[config.mk]
export PLATFORM = sky130hd
export DESIGN_NAME = vga_scan_driver_flat
export DESIGN_NICKNAME = d
export VERILOG_FILES = /design/src/rtl/vga_scan_driver_pkg.sv /design/src/rtl/vga_scan_driver_if.sv /design/src/rtl/vga_scan_driver_pixel_tick.sv /design/src/rtl/vga_scan_driver.sv /design/src/flat_wrapper.sv
export SDC_FILE = /design/constraint.sdc
export NUM_CORES = 1
export LEC_CHECK = 0
export ABC_AREA = 1
export CAP_MARGIN = 10
export CORE_MARGIN = 4
export CORE_UTILIZATION = 46
export DETAILED_ROUTE_END_ITERATION = 8
export PLACE_DENSITY = 0.79
export SYNTH_ARGS = -nofsm -noshare
export SYNTH_HDL_FRONTEND = slang
export SYNTH_SLANG_ARGS = --single-unit
[constraint.sdc]
create_clock -name clk -period 1.7 [get_ports clk]
set_input_delay 0.34 -clock clk [delete_from_list [all_inputs] [get_ports clk]]
set_output_delay 0.34 -clock clk [all_outputs]
set_load 0.01 [all_outputs]
[src/rtl/vga_scan_driver_pkg.sv]
// Shared VGA timing constants and the colour type exchanged with the renderers.
// Horizontal/vertical porch and sync widths are fixed; the visible sizes may be overridden per instance.
package vga_pkg;

    localparam int CNT_W     = 10;

    localparam int H_VISIBLE = 640;
    localparam int H_FP      = 16;
    localparam int H_SYNC    = 96;
    localparam int H_BP      = 48;
    localparam int H_TOTAL   = H_VISIBLE + H_FP + H_SYNC + H_BP;

    localparam int V_VISIBLE = 480;
    localparam int V_FP      = 10;
    localparam int V_SYNC    = 2;
    localparam int V_BP      = 33;
    localparam int V_TOTAL   = V_VISIBLE + V_FP + V_SYNC + V_BP;

    typedef struct packed {
        logic [7:0] r;
        logic [7:0] g;
        logic [7:0] b;
    } rgb888_t;

    // Inclusive range test on a scan counter.
    function automatic logic in_span(logic [CNT_W-1:0] v,
                                     logic [CNT_W-1:0] lo,
                                     logic [CNT_W-1:0] hi);
        return (v >= lo) && (v <= hi);
    endfunction

endpackage

[src/rtl/vga_scan_driver_if.sv]
// Pixel bus between the scan driver, the renderer mux (x/y out, rgb back) and the DAC pins.
interface vga_scan_driver_if;

    logic [7:0] rgb_r;
    logic [7:0] rgb_g;
    logic [7:0] rgb_b;

    logic [9:0] x;
    logic [9:0] y;
    logic       video_on;
    logic       frame_start;

    logic [7:0] vga_r;
    logic [7:0] vga_g;
    logic [7:0] vga_b;
    logic       vga_hs;
    logic       vga_vs;
    logic       vga_blank_n;
    logic       vga_sync_n;
    logic       vga_clk;

    modport master (
        input  rgb_r, rgb_g, rgb_b,
        output x, y, video_on, frame_start,
        output vga_r, vga_g, vga_b, vga_hs, vga_vs, vga_blank_n, vga_sync_n, vga_clk
    );

    modport slave (
        output rgb_r, rgb_g, rgb_b,
        input  x, y, video_on, frame_start,
        input  vga_r, vga_g, vga_b, vga_hs, vga_vs, vga_blank_n, vga_sync_n, vga_clk
    );

endinterface

[src/rtl/vga_scan_driver_pixel_tick.sv]
// System-clock to pixel-rate divider: one-clk pix_tick per pixel and a 50% duty DAC clock.
module vga_pixel_tick #(
    parameter int CLK_DIV = 2
) (
    input  logic clk,
    input  logic rst_n,
    output logic pix_tick_o,
    output logic vga_clk_o
);

    localparam int            DW       = $clog2(CLK_DIV);
    localparam logic [DW-1:0] DIV_LAST = DW'(CLK_DIV - 1);
    localparam logic [DW-1:0] DIV_HALF = DW'(CLK_DIV / 2);

    if (CLK_DIV != 2 && CLK_DIV != 4) begin : g_bad_div
        $error("vga_pixel_tick: CLK_DIV must be 2 or 4");
    end

    logic [DW-1:0] div_cnt_q;
    logic [DW-1:0] div_cnt_d;
    logic          vga_clk_q;

    always_comb begin
        div_cnt_d = (div_cnt_q == DIV_LAST) ? '0 : div_cnt_q + DW'(1);
    end

    // vga_clk is registered from the next divider value so it always equals
    // (div_cnt >= CLK_DIV/2); its rising edge lands mid-pixel.
    always_ff @(posedge clk or negedge rst_n) begin
        if (!rst_n) begin
            div_cnt_q <= '0;
            vga_clk_q <= 1'b0;
        end else begin
            div_cnt_q <= div_cnt_d;
            vga_clk_q <= (div_cnt_d >= DIV_HALF);
        end
    end

    assign pix_tick_o = (div_cnt_q == DIV_LAST);
    assign vga_clk_o  = vga_clk_q;

endmodule

[src/rtl/vga_scan_driver.sv]
// 640x480@60 raster scan: presents (x, y) to the renderers and registers colour, sync
// and blank together one pixel later so everything reaching the DAC stays aligned.
module vga_scan_driver #(
    parameter int CLK_DIV   = 2,
    parameter int H_VISIBLE = vga_pkg::H_VISIBLE,
    parameter int V_VISIBLE = vga_pkg::V_VISIBLE
) (
    input  logic               clk,
    input  logic               rst_n,
    vga_scan_driver_if.master  bus
);

    import vga_pkg::*;

    localparam int H_TOT = H_VISIBLE + H_FP + H_SYNC + H_BP;
    localparam int V_TOT = V_VISIBLE + V_FP + V_SYNC + V_BP;

    localparam logic [CNT_W-1:0] H_LAST = CNT_W'(H_TOT - 1);
    localparam logic [CNT_W-1:0] H_VIS  = CNT_W'(H_VISIBLE);
    localparam logic [CNT_W-1:0] HS_LO  = CNT_W'(H_VISIBLE + H_FP);
    localparam logic [CNT_W-1:0] HS_HI  = CNT_W'(H_VISIBLE + H_FP + H_SYNC - 1);
    localparam logic [CNT_W-1:0] V_LAST = CNT_W'(V_TOT - 1);
    localparam logic [CNT_W-1:0] V_VIS  = CNT_W'(V_VISIBLE);
    localparam logic [CNT_W-1:0] VS_LO  = CNT_W'(V_VISIBLE + V_FP);
    localparam logic [CNT_W-1:0] VS_HI  = CNT_W'(V_VISIBLE + V_FP + V_SYNC - 1);

    logic pix_tick;
    logic vga_clk;

    vga_pixel_tick #(.CLK_DIV(CLK_DIV)) u_tick (
        .clk        (clk),
        .rst_n      (rst_n),
        .pix_tick_o (pix_tick),
        .vga_clk_o  (vga_clk)
    );

    logic [CNT_W-1:0] h_cnt_q, h_cnt_d;
    logic [CNT_W-1:0] v_cnt_q, v_cnt_d;
    logic             h_wrap, v_wrap;
    logic             video_on;

    always_comb begin
        h_wrap  = (h_cnt_q == H_LAST);
        v_wrap  = (v_cnt_q == V_LAST);
        h_cnt_d = h_cnt_q;
        v_cnt_d = v_cnt_q;
        if (pix_tick) begin
            if (h_wrap) begin
                h_cnt_d = '0;
                v_cnt_d = v_wrap ? '0 : v_cnt_q + CNT_W'(1);
            end else begin
                h_cnt_d = h_cnt_q + CNT_W'(1);
            end
        end
        video_on = (h_cnt_q < H_VIS) && (v_cnt_q < V_VIS);
    end

    rgb888_t pix_in, pix_q;
    logic    hs_q, vs_q, blank_n_q;

    assign pix_in = '{r: bus.rgb_r, g: bus.rgb_g, b: bus.rgb_b};

    // Output stage samples the renderer at the last clk of the pixel, after
    // CLK_DIV-1 clks of settling on a stable (x, y).
    always_ff @(posedge clk or negedge rst_n) begin
        if (!rst_n) begin
            h_cnt_q   <= '0;
            v_cnt_q   <= '0;
            pix_q     <= '0;
            hs_q      <= 1'b1;
            vs_q      <= 1'b1;
            blank_n_q <= 1'b0;
        end else begin
            h_cnt_q <= h_cnt_d;
            v_cnt_q <= v_cnt_d;
            if (pix_tick) begin
                hs_q      <= ~in_span(h_cnt_q, HS_LO, HS_HI);
                vs_q      <= ~in_span(v_cnt_q, VS_LO, VS_HI);
                blank_n_q <= video_on;
                pix_q     <= video_on ? pix_in : '0;
            end
        end
    end

    assign bus.x           = h_cnt_q;
    assign bus.y           = v_cnt_q;
    assign bus.video_on    = video_on;
    assign bus.frame_start = pix_tick && h_wrap && v_wrap;
    assign bus.vga_r       = pix_q.r;
    assign bus.vga_g       = pix_q.g;
    assign bus.vga_b       = pix_q.b;
    assign bus.vga_hs      = hs_q;
    assign bus.vga_vs      = vs_q;
    assign bus.vga_blank_n = blank_n_q;
    assign bus.vga_sync_n  = 1'b0;
    assign bus.vga_clk     = vga_clk;

endmodule

[src/flat_wrapper.sv]
// flat-port wrapper written by rule: the top's interface ports become plain ports
module vga_scan_driver_flat import vga_pkg::*;
#(
    parameter int CLK_DIV   = 2,
    parameter int H_VISIBLE = vga_pkg::H_VISIBLE,
    parameter int V_VISIBLE = vga_pkg::V_VISIBLE
)
  (clk, rst_n, bus_rgb_r, bus_rgb_g, bus_rgb_b, bus_x, bus_y, bus_video_on, bus_frame_start, bus_vga_r, bus_vga_g, bus_vga_b, bus_vga_hs, bus_vga_vs, bus_vga_blank_n, bus_vga_sync_n, bus_vga_clk);
  vga_scan_driver_if bus_i ();
  input  logic clk;
  input  logic rst_n;
  input wire logic [$bits(bus_i.rgb_r)-1:0] bus_rgb_r;
  input wire logic [$bits(bus_i.rgb_g)-1:0] bus_rgb_g;
  input wire logic [$bits(bus_i.rgb_b)-1:0] bus_rgb_b;
  output wire logic [$bits(bus_i.x)-1:0] bus_x;
  output wire logic [$bits(bus_i.y)-1:0] bus_y;
  output wire logic [$bits(bus_i.video_on)-1:0] bus_video_on;
  output wire logic [$bits(bus_i.frame_start)-1:0] bus_frame_start;
  output wire logic [$bits(bus_i.vga_r)-1:0] bus_vga_r;
  output wire logic [$bits(bus_i.vga_g)-1:0] bus_vga_g;
  output wire logic [$bits(bus_i.vga_b)-1:0] bus_vga_b;
  output wire logic [$bits(bus_i.vga_hs)-1:0] bus_vga_hs;
  output wire logic [$bits(bus_i.vga_vs)-1:0] bus_vga_vs;
  output wire logic [$bits(bus_i.vga_blank_n)-1:0] bus_vga_blank_n;
  output wire logic [$bits(bus_i.vga_sync_n)-1:0] bus_vga_sync_n;
  output wire logic [$bits(bus_i.vga_clk)-1:0] bus_vga_clk;
  assign bus_i.rgb_r = bus_rgb_r;
  assign bus_i.rgb_g = bus_rgb_g;
  assign bus_i.rgb_b = bus_rgb_b;
  assign bus_x = bus_i.x;
  assign bus_y = bus_i.y;
  assign bus_video_on = bus_i.video_on;
  assign bus_frame_start = bus_i.frame_start;
  assign bus_vga_r = bus_i.vga_r;
  assign bus_vga_g = bus_i.vga_g;
  assign bus_vga_b = bus_i.vga_b;
  assign bus_vga_hs = bus_i.vga_hs;
  assign bus_vga_vs = bus_i.vga_vs;
  assign bus_vga_blank_n = bus_i.vga_blank_n;
  assign bus_vga_sync_n = bus_i.vga_sync_n;
  assign bus_vga_clk = bus_i.vga_clk;
  vga_scan_driver #(.CLK_DIV(CLK_DIV), .H_VISIBLE(H_VISIBLE), .V_VISIBLE(V_VISIBLE)) u_core (.clk(clk), .rst_n(rst_n), .bus(bus_i));
endmodule
==> results_dict.tcl <==
set metrics [dict create \
    setup_viol 2 \
    nets 430 \
    min_period_ns 1.81 \
    syn_inst 280 \
    tns_ns -0.114 \
    route.vias.total 2282 \
    max_freq_mhz 553 \
    cts_max_path_buffers 2 \
    ys_types 34 \
    slew_violations 0 \
    synth_nets 311 \
    ys_ff_latch 48 \
    cts_tree "done" \
    fin_util_pct 74.0 \
    endpoint_kind "output pin" \
    grt_max_degree 49 \
    seq_area_frac_synth_pct 49.0 \
    syn_area_um2 2460 \
    required_ns 1.36 \
    p_per_area_nw_per_um2 581 \
    clkLatencyLatePin_ns 0.30 \
    die_w_um 81.1 \
    layout_setup_ws_ns -0.110 \
    io_pins 77 \
    fin_cells 470 \
    violations "setup timing" \
    fill_cells 396 \
    ys_warn_count 0 \
    startpoint "u_core.bus.y[0]" \
    critical-path-max-stage-delay_ns 0.41 \
    rows 26 \
    final_common_cell "nand2_1" \
    port_buffers 75 \
    crit_arrival_ns 1.47 \
    syn_to_final_growth_pct 54.9 \
    hold_violations 0 \
    fp.dieArea_um2 6570 \
    cts.sinks 48 \
    die_h_um 81.1 \
    cts_buffers 5 \
    finalCritPeriodShare_pct 106 \
    place_congestion 0.805 \
    final_cell_mix "nand2_1, clkdlybuf4s50_1, dfrtp_1" \
    synth_area_per_cell_um2 8.77 \
    dpl.hpwl_um 4530 \
    place_ws_ns -0.190 \
    firstDrtPassIters 4 \
    hold_path_class "in -> async" \
    grt_pass1_vias 2393 \
    initial_core_util_pct 47.8 \
    cts-htree-levels 2 \
    wl_per_cell_um 13.4 \
    n_antenna_cell 0 \
    drc 0 \
    drtIter0Drc 136 \
    cpMaxStageDelayCell "dfrtp_1" \
    globalRouteOverflowTotal 0 \
    path_cells "inv_2 > ha_4 > nand2_2 > nor2_2 > nand3_2 > nor2_4 > buf_6" \
    routed_via_density 4.86 \
    cap_violations 0 \
    clk_pin_slew_worst_paths_ns 0.09 \
    rr_startpoint "u_core.bus.x[9]" \
    total_power_w 0.00221 \
    fin_worst_skew_ns 0.00314 \
    worstSetupPathType "reg -> out" \
    leakage_nw 2.01 \
    ir_drop_uv 463 \
    dp.cells 457 \
    rsz0062_at_grt "yes" \
    ant_nets 0 \
    cts_root_buf "clkbuf_8" \
    cp-start-kind "flip-flop" \
    drive_gt1_share_pct 30.0 \
    grt_usage_pct 20.3 \
    path_max_fanout 2 \
    drt_wl_total_um 6280 \
    grt_pass1_wl_um 10400 \
    antenna_found_initial 0 \
    hold_buffers 0 \
    status "complete, but fails checks" \
    core_area_um2 5140 \
]
synth_stat cells, drive strengths merged:
master,instances,area [um2]
conb,1,3.75
buf,8,85.1
nand3,19,108
or2,1,6.26
ha,5,62.6
dfstp,2,52.6
nand3b,1,7.51
nand4,5,46.3
a31oi,1,6.26
a22oi,1,7.51
o21ai,15,78.8
dfrtp,46,1150
a31o,1,8.76
nor3,5,41.3
inv,24,90.1
xor2,5,43.8
nor2,26,139
nand2,112,508
a21oi,2,10.0
area by class of cell:
cell class	count	area (um2)	share of cell area (%)
flip-flops and latches	48	1210	31.7
repair buffers	120	1170	30.7
multi-input cells	200	1140	30.0
inverters	24	92.6	2.43
well taps	70	87.6	2.30
clock buffers	5	68.8	1.81
clock inverters	3	42.5	1.12
through the flow:
step	hold slack, ns	instance area (um2)
2_1_floorplan	0.0444	2460
3_3_place_gp	0.344	3530
3_5_place_dp	0.348	3530
4_1_cts	0.0167	3680
5_1_grt	0.0139	3800
6_report	0.0122	3800
sequential cells by signal, summed over array words and instances (netlist names):
signal                    count
u_core.bus.x                 10
u_core.bus.vga_blank_n        1
u_core.bus.vga_r              8
u_core.bus.vga_b              8
u_core.u_tick.pix_tick_o      1
u_core.bus.vga_vs             1
u_core.bus.vga_hs             1
u_core.bus.vga_g              8
u_core.bus.y                 10
worst max-delay path, delay by kind of cell, from the launching register on:
family	cells	cell delay [ns]
flip-flops	1	0.41
buffers and inverters	2	0.21
AND/OR/NAND/NOR	4	0.42
adder cells (fa/ha/maj)	1	0.13
kinds of logic after synthesis:
logic type                 share of synthesized area (%)
buffers and inverters                               7.13
adders and majority gates                           2.55
DFF                                                 49.0
xor gates and xnor gates                            1.78
and+or+nand+nor                                     34.8
AOI/OAI and AO/OA                                   4.53
other                                              0.153
metal layers:
layer  up-vias  GRT usage (%)  share of wire, %
li1       1107              -                 -
met1      1089           22.2                38
met2        75           36.0                51
met3        11           7.98               9.4
met4         0           6.25               1.6
met5         -              0                 0
timing repair:
action	in CTS	in global routing
resized for setup	23	34
pin swaps	5	9
setup endpoints to repair	7	21
buffers inserted	3	2
report_power, final:
group          internal, W  switching, W  total, W
logic             0.000119     0.0000787  0.000198
clock network     0.000436      0.000392  0.000827
registers          0.00117     0.0000164   0.00119
worst paths after layout:
check | cells past startpoint | slack, ns | to
min | 2 | 0.01 | u_core.bus.vga_b[4]
min reg2reg | 2 | 0.49 | u_core.bus.vga_g[4]
max reg2reg | 10 | 0.10 | u_core.bus.vga_r[3]
max | 7 | -0.11 | bus_frame_start
max in group asynchronous | 2 | 1.41 | u_core.bus.vga_hs
min in group clk | 2 | 0.49 | u_core.bus.vga_g[4]
Note: power is estimated with default switching activity, not from simulation.
